--- src/rtl/four_port_write_arbiter.sv ---
// Four-port write arbiter: buffers one pending write per core and issues
// them one at a time over a single registered write port into the shared
// byte array.
// Build option: define ARB_FIXED_PRIO_EN for fixed priority (port 0 highest);
// the default build arbitrates round-robin.
module four_port_write_arbiter #(
    parameter int unsigned ADDR_W = 8,
    parameter int unsigned DATA_W = 8
) (
    input  logic              clk,
    input  logic              reset,
    input  logic              req0,
    input  logic              req1,
    input  logic              req2,
    input  logic              req3,
    input  logic [ADDR_W-1:0] addr0,
    input  logic [ADDR_W-1:0] addr1,
    input  logic [ADDR_W-1:0] addr2,
    input  logic [ADDR_W-1:0] addr3,
    input  logic [DATA_W-1:0] data0,
    input  logic [DATA_W-1:0] data1,
    input  logic [DATA_W-1:0] data2,
    input  logic [DATA_W-1:0] data3,
    output logic              ack0,
    output logic              ack1,
    output logic              ack2,
    output logic              ack3,
    output logic              wr_en,
    output logic [ADDR_W-1:0] wr_addr,
    output logic [DATA_W-1:0] wr_data,
    output logic [1:0]        wr_port,
    output logic              busy
);

    logic [3:0]        req_vec;
    logic [ADDR_W-1:0] addr_arr [4];
    logic [DATA_W-1:0] data_arr [4];

    logic [3:0]        pend_q;
    logic [3:0]        pend_d;
    logic [ADDR_W-1:0] pend_addr_q [4];
    logic [DATA_W-1:0] pend_data_q [4];
    logic [3:0]        ack_q;

    logic [3:0]        cap;
    logic              gnt_valid;
    logic [1:0]        gnt_idx;
    logic [1:0]        cand;
    logic [3:0]        gnt_oh;

`ifndef ARB_FIXED_PRIO_EN
    logic [1:0]        rr_ptr_q;
`endif

    assign req_vec     = {req3, req2, req1, req0};
    assign addr_arr[0] = addr0;
    assign addr_arr[1] = addr1;
    assign addr_arr[2] = addr2;
    assign addr_arr[3] = addr3;
    assign data_arr[0] = data0;
    assign data_arr[1] = data1;
    assign data_arr[2] = data2;
    assign data_arr[3] = data3;

    assign ack0 = ack_q[0];
    assign ack1 = ack_q[1];
    assign ack2 = ack_q[2];
    assign ack3 = ack_q[3];

    // Pick the winning pending port; later loop iterations have higher priority.
    always_comb begin
        gnt_valid = 1'b0;
        gnt_idx   = 2'd0;
        cand      = 2'd0;
`ifdef ARB_FIXED_PRIO_EN
        for (int i = 3; i >= 0; i--) begin
            cand = 2'(i);
            if (pend_q[cand]) begin
                gnt_valid = 1'b1;
                gnt_idx   = cand;
            end
        end
`else
        // k = 4 wraps to rr_ptr itself, the lowest-priority candidate.
        for (int k = 4; k >= 1; k--) begin
            cand = rr_ptr_q + 2'(k);
            if (pend_q[cand]) begin
                gnt_valid = 1'b1;
                gnt_idx   = cand;
            end
        end
`endif
    end

    // Capture mask and next pending set; a port still showing ack is blanked.
    always_comb begin
        cap    = req_vec & ~pend_q & ~ack_q;
        gnt_oh = gnt_valid ? (4'b0001 << gnt_idx) : 4'b0000;
        pend_d = (pend_q & ~gnt_oh) | cap;
    end

    // Pending flags, handshake and registered write port.
    always_ff @(posedge clk or negedge reset) begin
        if (!reset) begin
            pend_q  <= 4'b0000;
            ack_q   <= 4'b0000;
            busy    <= 1'b0;
            wr_en   <= 1'b0;
            wr_addr <= '0;
            wr_data <= '0;
            wr_port <= 2'd0;
        end else begin
            pend_q <= pend_d;
            ack_q  <= gnt_oh;
            busy   <= |pend_d;
            wr_en  <= gnt_valid;
            // Write bus holds its last value when idle.
            if (gnt_valid) begin
                wr_addr <= pend_addr_q[gnt_idx];
                wr_data <= pend_data_q[gnt_idx];
                wr_port <= gnt_idx;
            end
        end
    end

    // Per-port address/data buffers, loaded on capture.
    always_ff @(posedge clk or negedge reset) begin
        if (!reset) begin
            for (int i = 0; i < 4; i++) begin
                pend_addr_q[i] <= '0;
                pend_data_q[i] <= '0;
            end
        end else begin
            for (int i = 0; i < 4; i++) begin
                if (cap[i]) begin
                    pend_addr_q[i] <= addr_arr[i];
                    pend_data_q[i] <= data_arr[i];
                end
            end
        end
    end

`ifndef ARB_FIXED_PRIO_EN
    // Round-robin pointer remembers the last granted port.
    always_ff @(posedge clk or negedge reset) begin
        if (!reset) begin
            rr_ptr_q <= 2'd3;
        end else if (gnt_valid) begin
            rr_ptr_q <= gnt_idx;
        end
    end
`endif

endmodule

--- config.mk ---
export PLATFORM = sky130hd
export DESIGN_NAME = four_port_write_arbiter
export DESIGN_NICKNAME = d
export VERILOG_FILES = /design/src/rtl/four_port_write_arbiter.sv
export SDC_FILE = /design/constraint.sdc
export NUM_CORES = 1
export LEC_CHECK = 0
export CORE_MARGIN = 2
export CORE_UTILIZATION = 45
export DETAILED_ROUTE_END_ITERATION = 7
export PLACE_DENSITY = 0.79
export SYNTH_ARGS = -nofsm -noshare
export SYNTH_HDL_FRONTEND = slang
export SYNTH_SLANG_ARGS = --single-unit
--- constraint.sdc ---
create_clock -name clk -period 1.63 [get_ports clk]
set_input_delay 0.163 -clock clk [delete_from_list [all_inputs] [get_ports clk]]
set_output_delay 0.163 -clock clk [all_outputs]
set_load 0.01 [all_outputs]
# --- Word level (Yosys, flattened, before mapping) ---
# Cells that the tools add are included.
totals:
  in_bits: 70
  reg_bits: 94
  output_inout_bits: 24
op_classes:
  n_shift: 1
  n_lt_le_gt_ge: 5
  n_bitwise: 8
  mux: 23
  addsub: 3
  n_reduce_logical: 1
op_table:
  columns: ["op", "count"]
  rows:
  - ["$bmux W8 S2", 2]
  - ["$mux W8", 4]
  - ["$and A4 B4 Y4", 3]
  - ["$lt A2 B3 Y1 const B", 4]
  - ["$not A4 Y4", 3]
  - ["$bmux W1 S2", 4]
  - ["$mux W1", 8]
  - ["$mux W2", 4]
  - ["$add A2 B2 Y2 const B", 2]
  - ["$mux W4", 1]
  - ["$or A4 B4 Y4", 1]
  - ["$reduce_or A4 Y1", 1]
  - ["$shl A1 B2 Y4 const A", 1]
  - ["$ge A3 B3 Y1 const B", 1]
  - ["$not A2 Y3", 1]
  - ["$add A2 B1 Y2 const B", 1]

# --- Longest topological paths before layout ---
depth:
  depth_word: 12
  mapped_depth: 7

# --- Worst setup path before layout ---
# No wires, ideal clock.
synth_path:
  kind: "reg2reg"
  start: "reg rr_ptr_q[1]"
  end: "reg wr_data[4]"
  path_slack_ns: -0.091
  path_stages_with_launch: 8
  required_time_ns: 1.490
  synth_period_minus_slack_ns: 1.721
  setup_time_ns: 0.140
  arrival_ns: 1.581
  path_cell_list: "dfstp_2 -> buf_4 -> a21oi_2 -> a31oi_2 -> a21oi_4 -> nor2_2 -> buf_2 -> a221oi_1"
synth_between:
  elab_chain_cells: 10
  elab_cells_between_ends: 23
  classes_between: "add/sub: 3; mux: 19; bitwise: 1"
synth_lines:
  columns: ["element", "line", "text"]
  rows:
  - ["start, declared", "52", "logic [1:0] rr_ptr_q;"]
  - ["start signal, assigned", "149", "rr_ptr_q <= gnt_idx;"]
  - ["$add A2 B2 Y2 / $bmux W1 S2 (equally long branches)", "86, 87", null]
  - ["$bmux W1 S2 / $mux W1 (equally long branches)", "87", "if (pend_q[cand]) begin"]
  - ["$mux W1 (not written as such) / $mux W2 (equally long branches)", "87", null]
  - ["$mux W2 (3 in series)", "87", null]
  - ["$not A2 Y3 (not written as such)", "120", "wr_data <= pend_data_q[gnt_idx];"]
  - ["$bmux W8 S2", "120", null]
  - ["$mux W8 (not written as such) (2 in series)", "120", null]
  - ["end signal, assigned", "120", null]
  - ["end, declared", "30", "output logic [DATA_W-1:0] wr_data,"]
# Parallel ways exist; a longest one is shown, timed or not. The select of a mux whose other input is x is not followed.
# A chain may end at the register's enable or synchronous reset.

# --- Worst setup path after layout ---
layout_path:
  start: "reg rr_ptr_q[1]"
  end: "reg busy"
layout_between:
  elab_chain_cells: 12
  elab_cells_between_ends: 25
  classes_between: "add/sub: 3; shift: 1; mux: 17; bitwise: 3; reduce/logical: 1"
layout_lines:
  columns: ["element", "line", "text"]
  rows:
  - ["$add A2 B2 Y2 / $bmux W1 S2 (equally long branches)", "86, 87", null]
  - ["$bmux W1 S2 / $mux W1 (equally long branches)", "87", null]
  - ["$mux W1 (not written as such) / $mux W2 (equally long branches)", "87", null]
  - ["$mux W2 (3 in series)", "87", null]
  - ["$shl A1 B2 Y4", "98", "gnt_oh = gnt_valid ? (4'b0001 << gnt_idx) : 4'b0000;"]
  - ["$mux W4 *", "98", null]
  - ["$not A4 Y4 *", "99", "pend_d = (pend_q & ~gnt_oh) | cap;"]
  - ["$and A4 B4 Y4 *", "99", null]
  - ["$or A4 B4 Y4 *", "99", null]
  - ["$reduce_or A4 Y1 *", "115", "busy <= |pend_d;"]
  - ["end signal, assigned", "115", null]
  - ["end, declared", "32", "output logic busy"]
# Mark *: on every way between the ends. The rest lies on a longest branch, timed or not. The select of a mux whose other input is x is not followed.

==> out/metrics.cfg <==
[yosys]
ys_seq_elements=94
syn_area_per_cell_um2=14.53
yosys_warnings=0
synthesis.area_um2=4084
synth_area_leader_cell=dfrtp_1
seq_area_frac_synth=0.5766
syn_nets=351
synth.area.top_cells=dfrtp_1, mux2_2, mux2i_1
synthCells=281
synth_cell_types=35
synth.top_cell.area_share=0.5637

[outcome]
violations=setup timing
status=finished with violations

[sta]
worstMarginPinSlew_ps=421.8
grt_setup_unrepaired=yes
max_freq_mhz=522.5
skew_ps=11.20
slew_viol_final=0
relSlewSlack=0.7183
finalCritPeriodShare=1.174
fin_crit_ps=1914
finalSetupViolations=24
holdWs_ps=267.1
fin_ws_ps=-283.8
finalHoldViolCount=0

[critical_path]
worst_setup_path_end_kind=flip-flop
arrival_ps=2120
cp-start-kind=flip-flop
required_ps=1840
critical_path_class=flip-flop to flip-flop
cp_max_fo=4

[finish]
fin_util=0.6778
syn_to_final_growth_pct=45.44
drive_gt1_frac=0.4167
nFillCells=593
multi_input_area_um2=1790
fin_nets=485
num_antenna_cells=0
register_area_um2=2356

[die]
die-area_um2=9854
die_h_um=99.27
io_pins=94
rows=34
core_um2=8763
initial_core_util=0.4660
die_w_um=99.27

[power]
vdd.ir_drop.worst_mv=1.119
power-per-cell-area_nw_per_um2=2434
power.leakage_uw=0.002510

[detailed_routing]
detail_route.wl_per_cell_um=20.22
wl_met3_um=576
topRoutingLayerUsed=met4
dr.first_iter.drc_count=132
dr.pass1.iters=4
wl_met1_um=4332
ant_nets=0
dr_total_vias=2883
wl_met2_um=5526
wl_um=10680
post_drt_via_cell_ratio=5.460
route.detailed.drc=0

[placed_design]
gp_congestion=0.8430
pre_cts_slack_ps=-529.9
portBuffers=93
dpl.hpwl_um=6543

[clocking]
ctsRootBufferMaster=clkbuf_8
h-tree-depth=3
clk_latency_ps=350
ctsLongestPathBuffers=2
cts.reportedPaths.clkPinSlew_ps=90
clock-sinks=94
cts_made_buffers=9
tritoncts=done

[grt]
overflow=0
grt_start_max_net_pins=40
grt_pass1_vias=3030
antenna_found_initial=0
grtUsageTotal=0.1986
grt_pass1_wl_um=15330

[min_path]
holdCritPathClass=input pin to async pin

[run]
cap_violations=0

## power breakdown
group	internal, uW	total, uW	switching [uW]
registers	3600	4390	794
clock network	989	1770	778
logic	4600	8300	3690
## area by class of cell
type / instances / share of cell area
Sequential cell: 94 / 0.3967
Multi-Input combinational cell: 167 / 0.3015
Timing Repair Buffer: 139 / 0.2372
Clock buffer: 13 / 0.02844
Tap cell: 108 / 0.02275
Clock inverter: 3 / 0.01095
Inverter: 4 / 0.002528
## placed cells by master, fill, tap and decap left out, drive strengths merged, types with 4 or more instances in the layout
master         instances
nand2                  4
a221oi                16
a21oi                  4
mux2                  64
dfrtp                 92
mux2i                 33
clkbuf                15
nor2                  21
buf                   44
a21o                   5
clkdlybuf4s50         92
nor3b                  4
## cell usage after synthesis, drive strengths merged
cell type  count
buf           15
a2111oi        1
and2           1
inv            3
nor4           1
a21o           5
o22ai          1
clkinv         1
a221oi        16
nor2          21
nand2          4
a21boi         1
mux2i         33
clkbuf         1
nand2b         3
nor3           2
o22a           1
dfstp          2
o21ai          3
a21oi          4
mux2          64
nor3b          4
o221ai         1
a31oi          1
dfrtp         92
## through the flow
step | instance area, um^2 | power (uW) | std cells | TNS, ps
after floorplan | 4113 | 8584 | 281 | -37.23
after global placement | 5318 | 10450 | 493 | -6391
after detailed placement | 5318 | 10730 | 493 | -9038
after CTS | 5712 | 13320 | 515 | -3662
after global routing | 5939 | 15070 | 528 | -4965
final | 5939 | 14460 | 528 | -3884
## sequential cells by signal (all words and copies together), names as in the netlist, 2 cells and up
register / count
rr_ptr_q: 2
pend_q: 4
pend_data_q: 32
wr_data: 8
wr_port: 2
pend_addr_q: 32
ack_q: 4
wr_addr: 8
## final timing paths
path | slack, ps | endpoint | depth (start not counted) | start
max | -280 | busy | 6 | rr_ptr_q[1]
min | 270 | pend_addr_q[3] | 2 | reset
max reg2reg | -280 | busy | 6 | rr_ptr_q[1]
min reg2reg | 480 | wr_port[1] | 2 | wr_port[1]
max in group asynchronous | 760 | rr_ptr_q[1] | 3 | reset
min in group clk | 410 | pend_addr_q[12] | 2 | addr2[4]
## metal layers
metal	vias up	track usage
li1	1287	-
met1	1476	0.2642
met2	103	0.3373
met3	17	0.03654
met4	0	0.05269
met5	-	0
## worst max-delay path, stage by stage, from the launching register on
cell	delay [ps]
dfstp_2	590
clkinv_1	110
buf_4	150
a21oi_1	160
o22ai_1	140
a2111oi_2	440
o221ai_2	180
## repair_timing
action,CTS,global route
endpoints found under the hold margin,26,0
buffers inserted,4,11
setup endpoints to repair,31,50
cloned,1,3
resized for setup,21,26
hold buffers,1,0
pin swaps,8,9
## kinds of logic (layout without fill, tap and decap cells)
kind of cell	after synthesis	count (layout)	synth area share
AO/OA/AOI/OAI	34	34	0.08793
buffers and inverters	20	159	0.02971
flip-flops	94	94	0.5766
multiplexers	97	97	0.2574
AND/OR/NAND/NOR	36	36	0.04841
Power figures use the tool's default switching activity.
==> RTL edit (same flow settings) <==
Make the reset (`reset`) synchronous in 3 clocked blocks.
--- a/src/rtl/four_port_write_arbiter.sv
+++ b/src/rtl/four_port_write_arbiter.sv
@@ -101,5 +101,5 @@
 
     // Pending flags, handshake and registered write port.
-    always_ff @(posedge clk or negedge reset) begin
+    always_ff @(posedge clk) begin
         if (!reset) begin
             pend_q  <= 4'b0000;
@@ -125,5 +125,5 @@
 
     // Per-port address/data buffers, loaded on capture.
-    always_ff @(posedge clk or negedge reset) begin
+    always_ff @(posedge clk) begin
         if (!reset) begin
             for (int i = 0; i < 4; i++) begin
@@ -143,5 +143,5 @@
 `ifndef ARB_FIXED_PRIO_EN
     // Round-robin pointer remembers the last granted port.
-    always_ff @(posedge clk or negedge reset) begin
+    always_ff @(posedge clk) begin
         if (!reset) begin
             rr_ptr_q <= 2'd3;
Check against the original RTL: differs if reset is asserted again (counterexample within 4 cycles, from zero or initial values and one cycle with reset low); with reset held inactive, the same outputs for 10 cycles.
==> RTL edit against the original RTL <==
The flow still finishes with violations (negative setup slack). Wire length decreased by 12%. Worst hold slack improved by 180 ps. Synthesized cell count increased by 15%. Sequential cell count unchanged. Non-clock buffer count decreased by 18. Worst setup slack improved by 200 ps. Cell area decreased by 4.8%. Critical path depth unchanged. Largest cell class unchanged. Area after synthesis decreased by 2.5%.
Power is not compared: it rests on default switching activity, and its combinational part moved more than twofold at a synthesized area within 25%.
==> RTL edit: results (changes against the original RTL) <==
<table>
<tr><th>Metric</th><th>Value</th></tr>
<tr><th colspan="2">Run status</th></tr>
<tr><td>Run status</td><td>finished with violations</td></tr>
<tr><td>Violated checks</td><td>negative setup slack</td></tr>
<tr><th colspan="2">Final layout</th></tr>
<tr><td>Final-stage net count</td><td>509 (+4.9%)</td></tr>
<tr><td>Number of fill cells</td><td>607 (+2.4%)</td></tr>
<tr><th colspan="2">Global route</th></tr>
<tr><td>First-pass GRT wire length</td><td>14.4 mm (-6.0%)</td></tr>
<tr><td>Pin count of the biggest net entering global routing</td><td>34 (-15%)</td></tr>
<tr><td>Via count of the first global-routing pass</td><td>2,857 (-5.7%)</td></tr>
<tr><td>GR Util All Layers</td><td>19.4% (-0.46 points)</td></tr>
<tr><th colspan="2">Detailed routing</th></tr>
<tr><td>Total wire length</td><td>9.37 mm (-12%)</td></tr>
<tr><td>First drt pass iteration count</td><td>5 (+1)</td></tr>
<tr><td>DRC marker count from the first detailed-route iteration</td><td>235 (+78%)</td></tr>
<tr><th colspan="2">Synth</th></tr>
<tr><td>Sequential element share of the synthesized area</td><td>63.4% (+5.7 points)</td></tr>
<tr><td>Number of distinct library cells after synthesis</td><td>33 (-5.7%)</td></tr>
<tr><td>Ranking of synthesized cells by instance count</td><td>64 x sky130_fd_sc_hd__and2_1, 64 x sky130_fd_sc_hd__edfxtp_1, 36 x sky130_fd_sc_hd__nor2_1</td></tr>
<tr><td>Number of synthesized flops with an enable pin</td><td>64 (+64)</td></tr>
<tr><td>Net Count, Synth</td><td>394 (+12%)</td></tr>
<tr><td>Share of synthesized registers carrying an async set or reset</td><td>0% (-100 points)</td></tr>
<tr><td>Largest cells by area after synthesis</td><td>sky130_fd_sc_hd__edfxtp_1 48%, sky130_fd_sc_hd__dfxtp_1 15%, sky130_fd_sc_hd__and2_1 10%</td></tr>
<tr><th colspan="2">Place</th></tr>
<tr><td>GPL Wtd Cong</td><td>0.847 (+0.47%)</td></tr>
<tr><td>Total half-perimeter wirelength after legalization and detailed placement</td><td>6.42 mm (-1.8%)</td></tr>
<tr><td>Standard cell area after detailed placement</td><td>5180 sq um (-2.5%)</td></tr>
<tr><th colspan="2">Timing</th></tr>
<tr><td>Worst-Margin Slew</td><td>802 ps (+380 ps)</td></tr>
<tr><td>Setup-violating endpoint count in the final report</td><td>15 (-38%)</td></tr>
<tr><td>Final Skew</td><td>11.0 ps (-0.252 ps)</td></tr>
<tr><td>Setup ws final</td><td>-87.3 ps (+196 ps)</td></tr>
<tr><th colspan="2">Worst setup path</th></tr>
<tr><td>Worst path slowest cell</td><td>sky130_fd_sc_hd__or4_1</td></tr>
<tr><td>Largest stage delay, worst path</td><td>520 ps (-70 ps)</td></tr>
<tr><td>Maximum fanout count along the critical path</td><td>5 (+1)</td></tr>
</table>
-- RTL edit: cell types whose count changed after synthesis, sizes merged, moves of 15 or more --
cell    delta
dfrtp     -92
edfxtp    +64
and2      +63
mux2      -49
dfxtp     +30
o21ai     +17
a211oi    +16
mux2i     -15
nor2      +15
-- RTL edit: timing repair --
| action | 4_1_cts | 5_1_grt |
|---|---|---|
| gates cloned | 1 | 2 |
| endpoints found under the setup margin | 17 | 34 |
| buffers inserted | 2 | 2 |
| gates resized for setup | 20 | 10 |
| hold buffers | 0 | 0 |
| pin swaps | 5 | 3 |
| hold endpoints to repair | 0 | 0 |
-- RTL edit: through the flow --
step / setup TNS, ps / std cells / hold slack, ps / power [uW]
2_1_floorplan: 0 / 324 / 346 / 5450
3_3_place_gp: -4130 / 529 / 450 / 6670
6_report: -611 / 552 / 446 / 9120
4_1_cts: -158 / 548 / 441 / 8750
5_1_grt: -1650 / 552 / 444 / 9570
3_5_place_dp: -7380 / 529 / 450 / 6790
-- RTL edit: cell families after synthesis --
logic type	count (synthesis)	share of synthesized area, %
simple gates	125	17.1
buf+inv	22	2.70
mux	33	8.77
compound gates	50	8.02
flops	94	63.4
-- RTL edit: final cells by class --
class	instances	area share (%)
flip-flops and latches	94	44.9
multi-input cells	208	26.6
repair buffers	121	22.0
clock buffers	12	3.32
well taps	108	2.39
clock inverters	4	0.442
inverters	5	0.332
-- RTL edit: power by group --
group / switching [uW] / internal (uW) / leakage, uW
combinational: 1960 / 2070 / 0.00114
clock: 793 / 777 / 0.000106
sequential: 305 / 3210 / 0.000941
total: 3050 / 6060 / 0.00219
-- RTL edit: routing by layer --
layer	vias to the layer above	global-route usage, %	routed length, microns
li1	1382	-	-
met1	1346	24.6	3780
met2	107	32.3	4810
met3	6	4.58	705
met4	0	7.48	76
met5	-	0	0
-- RTL edit: final timing paths --
kind,startpoint,endpoint,slack [ps],depth (start not counted)
setup / recovery,pend_q[2]$_SDFF_PN0_,busy$_SDFF_PN0_,-90,6
hold / removal,data1[0],pend_data_q[1][0]$_SDFFCE_PN0P_,450,2
setup reg to reg,pend_q[2]$_SDFF_PN0_,busy$_SDFF_PN0_,-90,6
hold reg to reg,wr_port[1]$_SDFFE_PN0P_,wr_port[1]$_SDFFE_PN0P_,460,2
-- RTL edit: worst max-delay path, delay by kind of cell (launching register included) --
family / cells / cell delay (ps)
buffers and inverters: 1 / 130
AND/OR/NAND/NOR: 2 / 660
flip-flops: 1 / 350
AO/OA/AOI/OAI: 3 / 450
